### config.mk
export PLATFORM = sky130hd
export DESIGN_NAME = id_stage_flat
export DESIGN_NICKNAME = d
export VERILOG_FILES = /design/src/rtl/mips_pkg.sv /design/src/rtl/id_stage_if.sv /design/src/rtl/id_scoreboard.sv /design/src/rtl/id_stage.sv /design/src/flat_wrapper.sv
export SDC_FILE = /design/constraint.sdc
export NUM_CORES = 2
export LEC_CHECK = 0
export BUFFER_PORTS_ARGS = -buffer_cell sky130_fd_sc_hd__clkbuf_2
export CAP_MARGIN = 5
export CORE_ASPECT_RATIO = 1.5
export CORE_MARGIN = 3
export CORE_UTILIZATION = 35
export CTS_CLUSTER_DIAMETER = 30
export DETAILED_ROUTE_END_ITERATION = 7
export GPL_TIMING_DRIVEN = 0
export SYNTH_ARGS = -nofsm -noshare
export SYNTH_HDL_FRONTEND = slang
export SYNTH_SLANG_ARGS = --single-unit
### constraint.sdc
create_clock -name CLK -period 51.4 [get_ports CLK]
set_input_delay 10.28 -clock CLK [delete_from_list [all_inputs] [get_ports CLK]]
set_output_delay 10.28 -clock CLK [all_outputs]
set_load 0.01 [all_outputs]
### src/rtl/mips_pkg.sv
// Shared MIPS decode constants, decode result type and the decode helper for id_stage.
package mips_pkg;

    localparam int REGFILE_SIZE = 32;

    localparam logic [5:0] OP_SPECIAL = 6'h00;
    localparam logic [5:0] OP_JAL     = 6'h03;
    localparam logic [5:0] OP_BGTZ    = 6'h07;
    localparam logic [5:0] OP_ADDI    = 6'h08;
    localparam logic [5:0] OP_XORI    = 6'h0E;
    localparam logic [5:0] OP_SW      = 6'h2B;
    localparam logic [5:0] FN_JR      = 6'h08;

    typedef struct packed {
        logic [4:0]  wadr;
        logic        wren;
        logic [31:0] ed32;
    } decode_t;

    // wren is the opcode-level rule only; the caller masks writes to register 0
    // after truncating wadr to its own address width.
    function automatic decode_t decode(input logic [31:0] ins);
        decode_t    d;
        logic [5:0] op;
        logic [5:0] fn;
        op = ins[31:26];
        fn = ins[5:0];
        if (op == OP_SPECIAL)
            d.wadr = ins[15:11];
        else if (op == OP_JAL)
            d.wadr = 5'h1F;
        else
            d.wadr = ins[20:16];
        d.wren = ((op == OP_SPECIAL) && (fn != FN_JR)) || (op == OP_JAL) ||
                 ((op > OP_BGTZ) && (op != OP_SW));
        if ((op >= OP_ADDI) && (op <= OP_XORI))
            d.ed32 = {16'h0000, ins[15:0]};
        else
            d.ed32 = {{16{ins[15]}}, ins[15:0]};
        return d;
    endfunction

endpackage

### src/rtl/id_stage_if.sv
// Handshake, write-back and decoded-output bundle between fetch, id_stage and execute.
interface id_stage_if #(
    parameter int DATA_W = 32,
    parameter int ADDR_W = 5
);
    logic              in_valid;
    logic              in_ready;
    logic [31:0]       Ins;
    logic              flush;
    logic              wb_en;
    logic [ADDR_W-1:0] wb_adr;
    logic [DATA_W-1:0] wb_data;
    logic              out_valid;
    logic              out_ready;
    logic [DATA_W-1:0] Rdata1;
    logic [DATA_W-1:0] Rdata2;
    logic [DATA_W-1:0] Ed32;
    logic [ADDR_W-1:0] Wadr;
    logic              WrEn;
    logic [5:0]        Opcode;
    logic [5:0]        Funct;

    modport master (
        output in_valid, Ins, flush, wb_en, wb_adr, wb_data, out_ready,
        input  in_ready, out_valid, Rdata1, Rdata2, Ed32, Wadr, WrEn, Opcode, Funct
    );

    modport slave (
        input  in_valid, Ins, flush, wb_en, wb_adr, wb_data, out_ready,
        output in_ready, out_valid, Rdata1, Rdata2, Ed32, Wadr, WrEn, Opcode, Funct
    );
endinterface

### src/rtl/id_scoreboard.sv
// Per-register busy bits for id_stage. With ID_BYPASS_EN a same-cycle write-back
// hides its busy bit from the hazard query; otherwise the bit stays visible until the edge.
module id_scoreboard #(
    parameter int REG_NUM = 32,
    parameter int ADDR_W  = $clog2(REG_NUM)
) (
    input  logic              CLK,
    input  logic              RST,
    input  logic              set,
    input  logic [ADDR_W-1:0] set_adr,
    input  logic              clr,
    input  logic [ADDR_W-1:0] clr_adr,
    input  logic              flush_clr,
    input  logic [ADDR_W-1:0] flush_adr,
    input  logic [ADDR_W-1:0] q_adr1,
    input  logic [ADDR_W-1:0] q_adr2,
    input  logic [ADDR_W-1:0] q_adr3,
    output logic              hazard
);

    logic [REG_NUM-1:0] busy_reg;
    logic [REG_NUM-1:0] busy_next;
    logic [REG_NUM-1:0] set_mask;
    logic [REG_NUM-1:0] clr_mask;
    logic [REG_NUM-1:0] visible;

    genvar gi;
    generate
        for (gi = 0; gi < REG_NUM; gi++) begin : g_bit
            assign set_mask[gi] = set && (set_adr == ADDR_W'(gi));
            assign clr_mask[gi] = (clr && (clr_adr == ADDR_W'(gi))) ||
                                  (flush_clr && (flush_adr == ADDR_W'(gi)));
            // Set wins over a same-cycle clear; register 0 can never become busy.
            if (gi == 0) begin : g_zero
                assign busy_next[gi] = 1'b0;
            end else begin : g_nz
                assign busy_next[gi] = set_mask[gi] || (busy_reg[gi] && !clr_mask[gi]);
            end
`ifdef ID_BYPASS_EN
            assign visible[gi] = busy_reg[gi] && !(clr && (clr_adr == ADDR_W'(gi)));
`else
            assign visible[gi] = busy_reg[gi];
`endif
        end
    endgenerate

    always_ff @(posedge CLK or posedge RST) begin
        if (RST)
            busy_reg <= '0;
        else
            busy_reg <= busy_next;
    end

    assign hazard = visible[q_adr1] || visible[q_adr2] || visible[q_adr3];

endmodule

### src/rtl/id_stage.sv
// MIPS instruction-decode stage: register file, decode, busy scoreboard and
// valid/ready output register. Optional same-cycle write-back forwarding via ID_BYPASS_EN.
module id_stage
    import mips_pkg::*;
#(
    parameter int DATA_W  = 32,
    parameter int REG_NUM = REGFILE_SIZE
) (
    input logic     CLK,
    input logic     RST,
    id_stage_if.slave bus
);

    localparam int ADDR_W = $clog2(REG_NUM);

    logic [DATA_W-1:0] regs [REG_NUM];

    decode_t           dec;
    logic [ADDR_W-1:0] rs;
    logic [ADDR_W-1:0] rt;
    logic [ADDR_W-1:0] wadr;
    logic              wren;
    logic [DATA_W-1:0] ed;
    logic [DATA_W-1:0] src_data [2];
    logic [ADDR_W-1:0] src_adr  [2];
    logic              hazard;
    logic              issue;

    logic              out_valid_reg;
    logic [DATA_W-1:0] rdata1_reg;
    logic [DATA_W-1:0] rdata2_reg;
    logic [DATA_W-1:0] ed_reg;
    logic [ADDR_W-1:0] wadr_reg;
    logic              wren_reg;
    logic [5:0]        opcode_reg;
    logic [5:0]        funct_reg;

    assign dec  = decode(bus.Ins);
    assign rs   = bus.Ins[21 +: ADDR_W];
    assign rt   = bus.Ins[16 +: ADDR_W];
    assign wadr = dec.wadr[ADDR_W-1:0];
    assign wren = dec.wren && (wadr != '0);

    // The zero-extended case has bit 31 clear, so replicating it is correct for both kinds.
    generate
        if (DATA_W <= 32) begin : g_ed_narrow
            assign ed = dec.ed32[DATA_W-1:0];
        end else begin : g_ed_wide
            assign ed = {{(DATA_W-32){dec.ed32[31]}}, dec.ed32};
        end
    endgenerate

    always_ff @(posedge CLK or posedge RST) begin
        if (RST) begin
            for (int i = 0; i < REG_NUM; i++)
                regs[i] <= '0;
        end else if (bus.wb_en && (bus.wb_adr != '0)) begin
            regs[bus.wb_adr] <= bus.wb_data;
        end
    end

    assign src_adr[0] = rs;
    assign src_adr[1] = rt;

    genvar gi;
    generate
        for (gi = 0; gi < 2; gi++) begin : g_rd
            always_comb begin
                src_data[gi] = regs[src_adr[gi]];
`ifdef ID_BYPASS_EN
                if (bus.wb_en && (bus.wb_adr == src_adr[gi]) && (src_adr[gi] != '0))
                    src_data[gi] = bus.wb_data;
`endif
            end
        end
    endgenerate

    id_scoreboard #(
        .REG_NUM (REG_NUM),
        .ADDR_W  (ADDR_W)
    ) u_scoreboard (
        .CLK       (CLK),
        .RST       (RST),
        .set       (issue && wren),
        .set_adr   (wadr),
        .clr       (bus.wb_en),
        .clr_adr   (bus.wb_adr),
        .flush_clr (bus.flush && out_valid_reg && wren_reg),
        .flush_adr (wadr_reg),
        .q_adr1    (rs),
        .q_adr2    (rt),
        .q_adr3    (wren ? wadr : '0),
        .hazard    (hazard)
    );

    assign bus.in_ready = !RST && (!out_valid_reg || bus.out_ready) && !hazard && !bus.flush;
    assign issue        = bus.in_valid && bus.in_ready;

    always_ff @(posedge CLK or posedge RST) begin
        if (RST) begin
            out_valid_reg <= 1'b0;
            rdata1_reg    <= '0;
            rdata2_reg    <= '0;
            ed_reg        <= '0;
            wadr_reg      <= '0;
            wren_reg      <= 1'b0;
            opcode_reg    <= '0;
            funct_reg     <= '0;
        end else if (issue) begin
            out_valid_reg <= 1'b1;
            rdata1_reg    <= src_data[0];
            rdata2_reg    <= src_data[1];
            ed_reg        <= ed;
            wadr_reg      <= wadr;
            wren_reg      <= wren;
            opcode_reg    <= bus.Ins[31:26];
            funct_reg     <= bus.Ins[5:0];
        end else if (bus.flush || bus.out_ready) begin
            out_valid_reg <= 1'b0;
        end
    end

    assign bus.out_valid = out_valid_reg;
    assign bus.Rdata1    = rdata1_reg;
    assign bus.Rdata2    = rdata2_reg;
    assign bus.Ed32      = ed_reg;
    assign bus.Wadr      = wadr_reg;
    assign bus.WrEn      = wren_reg;
    assign bus.Opcode    = opcode_reg;
    assign bus.Funct     = funct_reg;

endmodule
### src/flat_wrapper.sv
// flat-port wrapper written by rule: the top's interface ports become plain ports
module id_stage_flat import mips_pkg::*;
#(
    parameter int DATA_W  = 32,
    parameter int REG_NUM = REGFILE_SIZE
)
  (CLK, RST, bus_in_valid, bus_Ins, bus_flush, bus_wb_en, bus_wb_adr, bus_wb_data, bus_out_ready, bus_in_ready, bus_out_valid, bus_Rdata1, bus_Rdata2, bus_Ed32, bus_Wadr, bus_WrEn, bus_Opcode, bus_Funct);
  id_stage_if #(.DATA_W(DATA_W)) bus_i ();
  input logic CLK;
  input logic RST;
  input wire logic [$bits(bus_i.in_valid)-1:0] bus_in_valid;
  input wire logic [$bits(bus_i.Ins)-1:0] bus_Ins;
  input wire logic [$bits(bus_i.flush)-1:0] bus_flush;
  input wire logic [$bits(bus_i.wb_en)-1:0] bus_wb_en;
  input wire logic [$bits(bus_i.wb_adr)-1:0] bus_wb_adr;
  input wire logic [$bits(bus_i.wb_data)-1:0] bus_wb_data;
  input wire logic [$bits(bus_i.out_ready)-1:0] bus_out_ready;
  output wire logic [$bits(bus_i.in_ready)-1:0] bus_in_ready;
  output wire logic [$bits(bus_i.out_valid)-1:0] bus_out_valid;
  output wire logic [$bits(bus_i.Rdata1)-1:0] bus_Rdata1;
  output wire logic [$bits(bus_i.Rdata2)-1:0] bus_Rdata2;
  output wire logic [$bits(bus_i.Ed32)-1:0] bus_Ed32;
  output wire logic [$bits(bus_i.Wadr)-1:0] bus_Wadr;
  output wire logic [$bits(bus_i.WrEn)-1:0] bus_WrEn;
  output wire logic [$bits(bus_i.Opcode)-1:0] bus_Opcode;
  output wire logic [$bits(bus_i.Funct)-1:0] bus_Funct;
  assign bus_i.in_valid = bus_in_valid;
  assign bus_i.Ins = bus_Ins;
  assign bus_i.flush = bus_flush;
  assign bus_i.wb_en = bus_wb_en;
  assign bus_i.wb_adr = bus_wb_adr;
  assign bus_i.wb_data = bus_wb_data;
  assign bus_i.out_ready = bus_out_ready;
  assign bus_in_ready = bus_i.in_ready;
  assign bus_out_valid = bus_i.out_valid;
  assign bus_Rdata1 = bus_i.Rdata1;
  assign bus_Rdata2 = bus_i.Rdata2;
  assign bus_Ed32 = bus_i.Ed32;
  assign bus_Wadr = bus_i.Wadr;
  assign bus_WrEn = bus_i.WrEn;
  assign bus_Opcode = bus_i.Opcode;
  assign bus_Funct = bus_i.Funct;
  id_stage #(.DATA_W(DATA_W), .REG_NUM(REG_NUM)) u_core (.CLK(CLK), .RST(RST), .bus(bus_i));
endmodule
# After elaboration in Yosys (flattened, before gate mapping)
# Cells that the tools add are included.
dict set report word_totals {
  output_inout_bits 116
  regBits 1170
  wordCells 415
  inputBits 75
}
dict set report op_classes {
  reduce_logical 244
  mux 21
  n_eq_ne 96
  bitwise 3
  n_lt_le_gt_ge 10
}
# cell count
set ops {}
lappend ops {{$bwmux 1024} 1}
lappend ops {{$bmux 32 s5} 2}
lappend ops {{$eq 5x5->1 const B} 48}
lappend ops {{$mux 32} 6}
lappend ops {{$demux 32 s5} 1}
lappend ops {{$logic_and 1x1->1} 137}
lappend ops {{$eq 5x4->1 const B} 24}
lappend ops {{$logic_or 1x1->1} 68}
lappend ops {{$eq 5x3->1 const B} 12}
lappend ops {{$logic_not 1->1} 35}
lappend ops {{$eq 5x2->1 const B} 6}
lappend ops {{$ge 6x6->1 const B} 3}
lappend ops {{$lt 5x6->1 const B} 3}
lappend ops {{$not 5->6} 3}
lappend ops {{$bmux 1 s5} 3}
lappend ops {{$eq 5x1->1 const B} 3}
lappend ops {{$mux 5} 3}
lappend ops {{$reduce_bool 5->1} 2}
lappend ops {{$eq 6x2->1 const B} 1}
lappend ops {{$ge 6x4->1 const B} 1}
lappend ops {{$gt 6x3->1 const B} 1}
lappend ops {{$le 6x4->1 const B} 1}
lappend ops {{$logic_not 6->1} 1}
lappend ops {{$lt 6x1->1 const B} 1}
lappend ops {{other kinds (4)} 8}

# Logic depth before layout (Yosys ltp)
dict set report depth {
  depth_word 16
  mapped_depth 12
  ltp_nobuf 8
}

# By module
# Synthesis repeated with hierarchy kept, for this count alone.
dict set report unflattened {
  cells_unflattened 4814
  area_unflattened_um2 60518.0
}
# mod seq_area_each_um2 n_inst cells_each area_per_inst_um2
set modules_own_cells {}
lappend modules_own_cells {id_stage 27976.8 1 4566 58029.4}
lappend modules_own_cells {id_scoreboard 775.7 1 248 2488.6}

# Least setup slack after synthesis
# OpenSTA, ideal clock, no wires.
dict set report synth_timing {
  path_kind {in2out}
  start {input bus_Ins[31]}
  end {output bus_in_ready}
  required_ps 41120
  path_stages 9
  arrival_time_ps 12374
  path_slack_ps 28746
  path_buffers 2
  cell_sequence {or4_1 buf_2 or3_1 buf_2 o22a_1 nor2_1 nor4_1 o221a_2 nor3b_1}
}
dict set report synth_between {
  elab_chain_cells 12
  word_cells_on_any_way 19
  classes_between {1 x order compare; 2 x eq/ne; 5 x mux; 11 x reduce/logical}
}
# item line_no
set synth_rtl {}
lappend synth_rtl {{from (decl)} flat_wrapper.sv:12} ;# input wire logic [$bits(bus_i.Ins)-1:0] bus_Ins;
lappend synth_rtl {{$eq 6x2->1 or $logic_not 6->1 (tied branches)} {mips_pkg.sv:30, mips_pkg.sv:34, mips_pkg.sv:28}}
lappend synth_rtl {{$mux 5 or $logic_and 1x1->1 (tied branches)} {mips_pkg.sv:30, mips_pkg.sv:34}}
lappend synth_rtl {{$mux 5 or $logic_or 1x1->1 (tied branches)} {mips_pkg.sv:28, mips_pkg.sv:34}}
lappend synth_rtl {{$reduce_bool 5->1 or $logic_or 1x1->1 (tied branches)} {id_stage.sv:42, mips_pkg.sv:34}}
lappend synth_rtl {{$logic_and 1x1->1} id_stage.sv:42} ;# assign wren = dec.wren && (wadr != '0);
lappend synth_rtl {{$mux 5 *} id_stage.sv:92} ;# .q_adr3 (wren ? wadr : '0),
lappend synth_rtl {{$bmux 1 s5 *} id_scoreboard.sv:54} ;# assign hazard = visible[q_adr1] || visible[q_adr2] || visible[q_adr3];
lappend synth_rtl {{$mux 1 (implied by the code) *} id_scoreboard.sv:54}
lappend synth_rtl {{$logic_or 1x1->1 *} id_scoreboard.sv:54}
lappend synth_rtl {{$logic_not 1->1 *} id_stage.sv:96} ;# assign bus.in_ready = !RST && (!out_valid_reg || bus.out_ready) && !hazard && !bus.flush;
lappend synth_rtl {{$logic_and 1x1->1 * (2 in a row)} id_stage.sv:96}
lappend synth_rtl {{to (decl)} flat_wrapper.sv:18} ;# output wire logic [$bits(bus_i.in_ready)-1:0] bus_in_ready;
# Every way passes the cells marked *; elsewhere a longest branch is shown, timed or not. The select of a mux whose other input is x is not followed.

# Worst setup path in the final report
dict set report layout_timing {
  start {input bus_Ins[16]}
  end {output bus_in_ready}
}
dict set report layout_between {
  elab_chain_cells 11
  word_cells_on_any_way 14
  classes_between {7 x mux; 7 x reduce/logical}
}
# item line_no
set layout_rtl {}
lappend layout_rtl {{$mux 5} mips_pkg.sv:30} ;# else if (op == OP_JAL)
lappend layout_rtl {{$mux 5} mips_pkg.sv:28} ;# if (op == OP_SPECIAL)
lappend layout_rtl {{$reduce_bool 5->1} id_stage.sv:42}
lappend layout_rtl {{$logic_and 1x1->1} id_stage.sv:42}
lappend layout_rtl {{$mux 5} id_stage.sv:92}
lappend layout_rtl {{$bmux 1 s5} id_scoreboard.sv:54}
lappend layout_rtl {{$mux 1 (implied by the code)} id_scoreboard.sv:54}
lappend layout_rtl {{$logic_or 1x1->1 *} id_scoreboard.sv:54}
lappend layout_rtl {{$logic_not 1->1 *} id_stage.sv:96}
lappend layout_rtl {{$logic_and 1x1->1 * (2 in a row)} id_stage.sv:96}
# Marks and branches as above.

==> flow_summary.yaml <==
die:
  die_x_um: 344
  coreArea_um2: 170000
  start_util_pct: 35.3
  io_pins: 191
  die_y_um: 513
  num_rows: 185
  dieArea_um2: 176000
critical_path:
  cp_top_family: "buffers and inverters"
  cp_common_cell: "clkbuf_1"
  crit_slowest_cell: "clkbuf_1"
  worstPathRequired_ns: 41.12
  rr_worst_depth: 10
  path_buf_inv: 3
  critPathMaxStageDelay_ns: 0.82
  end_kind: "output pin"
  cp_max_fo: 10
  critPathArrivalTime_ns: 13.43
  r2r_slack_ns: 47.77
  timing.rr.start: "u_core.u_scoreboard.busy_reg[7]"
  cp_cell_sequence: "clkbuf_1 -> clkbuf_1 -> a21oi_1 -> nor2_1 -> mux2i_1 -> a311oi_1 -> o221a_2 -> nor3b_1 -> clkbuf_2"
  crit_path_start_kind: "input port"
  crit_type: "in2out"
  timing.rr.end: "u_core.bus.Rdata1[0]"
outcome:
  status: "complete, but fails checks"
  violations: "max-capacitance violations, max-slew violations"
routing:
  ant_nets: 0
  wirelength_mm: 207
  drt_iter0_markers: 3215
  firstDrtPassIters: 5
  routedWlPerCell_um: 32.1
  via_count: 38300
  drcViolationCount: 0
  vias_per_cell: 5.93
power:
  netSwitchingFraction_pct: 27.7
  vdd_drop_max_uv: 38.6
  p_leak_nw: 29.7
  internal_power_mw: 2.20
  powerDensity_nw_per_um2: 43.3
  power.switching_mw: 0.844
  pwr-share-comb_pct: 20.4
  power_frac_clock_pct: 39.5
  seqPwrFrac_pct: 40.1
global_routing:
  grt_max_degree: 127
  track_usage_pct: 23.5
  grt_antenna_before_repair: 14
  grt_pass1_wl_mm: 297
  grt_pass1_vias: 40700
  overflow: 0
timing:
  final_hold_viol_count: 0
  drv_slew: 11
  finalCriticalPeriod_ns: 23.71
  max-slew-margin-rel_pct: -1.63
  rsz0062_at_grt: "false"
  finalSetupTns_ns: 0
  fin_skew_ns: 0.0236
  min_period_over_period_pct: 46.1
  setup_viol: 0
  tightest_slew_ns: 1.52
  worst_slack_ns: 27.69
  timing.fmax_mhz: 42.2
synthesis:
  yosysWarnings: 0
  syn_area_um2: 60000
  syn_nets: 3740
  yosys.area_share.simple_pct: 1.24
  synth_edf_count: 0
  syn_inst: 3665
  synth_compound_area_share_pct: 1.47
  synthArstFlopShare_pct: 100
  avgSynthCellArea_um2: 16.4
  ys_seq_elements: 1149
  synth_cell_type_count: 63
  yosys.area_share.xor_xnor_pct: 0.0146
  synth_top_family_by_area: "multiplexers"
  synth_mux_area_share_pct: 46.4
  synth_ff_type: "dfrtp_1"
  synth-adder-area-share_pct: 0
  yosysSeqAreaShare_pct: 47.9
clock_tree:
  clock_sinks: 1149
  cts_tree: "yes"
  worstSkewPairLatency_ns: 0.79
  postCtsSetupBuffers: 0
  ctsHoldBuffers: 0
  postCtsResizedCells: 0
  cts-root-buf: "clkbuf_16"
  h-tree-depth: 4
  cts_made_buffers: 173
  clockBufferDepth: 3
  cts.reportedPaths.clkPinSlew_ns: 0.05
layout:
  layout.cells.non_filler: 6459
  regArea_um2: 28800
  regMostFlops: "u_core.regs"
  area_delta_synth_final_pct: 17.4
  largest_reg_flops: 1024
  drive_above_1_share_pct: 56.9
  final_nets: 4139
  fillers: 15500
  multiInputGateArea_um2: 29500
place:
  placedCellCount: 6124
  gp_congestion: 0.902
  dp_hpwl_mm: 146
  port_buffers: 187
  pre_cts_ws_ns: 27.69
worst_hold_path:
  holdCritStartpoint: "u_core.regs[998]"
  hp-class: "reg2reg"
  holdPathEnd: "u_core.regs[998]"
  min_path_cells: 1
run:
  drv_cap: 1
## cells in the mapped netlist, types with 3 or more instances
| cell type | count | area (µm²) |
|---|---|---|
| a21oi_1 | 13 | 65.1 |
| buf_1 | 104 | 390 |
| buf_2 | 10 | 50.1 |
| buf_4 | 25 | 188 |
| buf_6 | 3 | 33.8 |
| clkbuf_1 | 290 | 1090 |
| dfrtp_1 | 1149 | 28800 |
| inv_1 | 4 | 15.0 |
| mux2_2 | 1149 | 12900 |
| mux2i_1 | 13 | 130 |
| mux4_2 | 655 | 14800 |
| nand2_1 | 44 | 165 |
| nand2b_1 | 8 | 50.1 |
| nand3_1 | 12 | 60.1 |
| nor2_1 | 28 | 105 |
| nor2b_1 | 6 | 37.5 |
| nor3_1 | 8 | 40.0 |
| nor4_1 | 4 | 25.0 |
| o211ai_1 | 19 | 143 |
| o21ai_0 | 10 | 50.1 |
| o221ai_1 | 12 | 105 |
| o22ai_1 | 3 | 18.8 |
| o31ai_1 | 27 | 203 |
| o41ai_1 | 7 | 61.3 |
| or2_2 | 5 | 31.3 |
| or3_1 | 6 | 37.5 |
## metrics by stage
step / power (mW) / utilization [%] / hold slack, ns / cell area (µm²)
3_3_place_gp: 1.83 / 37.5 / 0.452 / 63700
2_1_floorplan: 1.65 / - / 0.441 / 60000
5_1_grt: 3.17 / 41.4 / 0.495 / 70400
3_5_place_dp: 1.86 / 37.9 / 0.464 / 64300
4_1_cts: 3.06 / 41.3 / 0.479 / 70200
6_report: 3.05 / 41.4 / 0.472 / 70400
## how the worst max path moves through the flow
stage	from	to	cells past startpoint
after floorplan	RST	u_core.bus.Ed32[10]	1
after global placement	RST	u_core.bus.Rdata2[14]	2
after detailed placement	bus_Ins[16]	bus_in_ready	9
after CTS	bus_Ins[16]	bus_in_ready	9
after global routing	bus_Ins[16]	bus_in_ready	9
final	bus_Ins[16]	bus_in_ready	9
## power groups by stage
stage | combinational [mW] | clock [mW] | sequential, mW
after floorplan | 0.438 | 0 | 1.21
after global placement | 0.609 | 0 | 1.22
after detailed placement | 0.624 | 0 | 1.23
after CTS | 0.627 | 1.22 | 1.22
after global routing | 0.664 | 1.26 | 1.24
final | 0.622 | 1.20 | 1.22
## cell usage in the layout, fill, tap and decap left out, types with 15 or more instances in the layout
cell,synthesis,layout
bufinv_16,0,15
clkinvlp_4,0,21
o31ai_1,27,27
clkbuf_2,0,193
buf_8,0,25
dfrtp_1,1149,1149
inv_6,0,15
buf_1,104,92
nor2_1,28,28
clkinv_4,0,15
buf_4,25,25
mux4_2,655,655
clkinv_2,0,26
nand2_1,44,44
clkbuf_1,290,308
clkbuf_8,0,23
clkbuf_16,0,177
buf_2,10,21
o211ai_1,19,19
mux2_2,1149,1149
## final cells by class
type | instances | share of cell area [%]
Antenna cell | 6 | 0.0213
Buffer | 432 | 2.52
Clock buffer | 223 | 6.87
Clock inverter | 97 | 1.53
Inverter | 4 | 0.0320
Multi-Input combinational cell | 2080 | 41.9
Sequential cell | 1149 | 40.9
Tap cell | 2244 | 3.99
Timing Repair Buffer | 224 | 2.33
## layer usage
| metal | up-vias | routed length (µm) | global-route usage, % |
|---|---|---|---|
| li1 | 15200 | - | - |
| met1 | 20900 | 76800 | 28.0 |
| met2 | 1632 | 104000 | 39.7 |
| met3 | 561 | 15300 | 5.53 |
| met4 | 14 | 11200 | 11.5 |
| met5 | - | 93 | 0 |
## logic make-up after synthesis
group,count (synthesis)
buffers and inverters,436
flip-flops,1149
AND/OR/NAND/NOR,143
XOR/XNOR,1
AO/OA/AOI/OAI,119
multiplexers,1817
(Power assumes the default switching activity.)
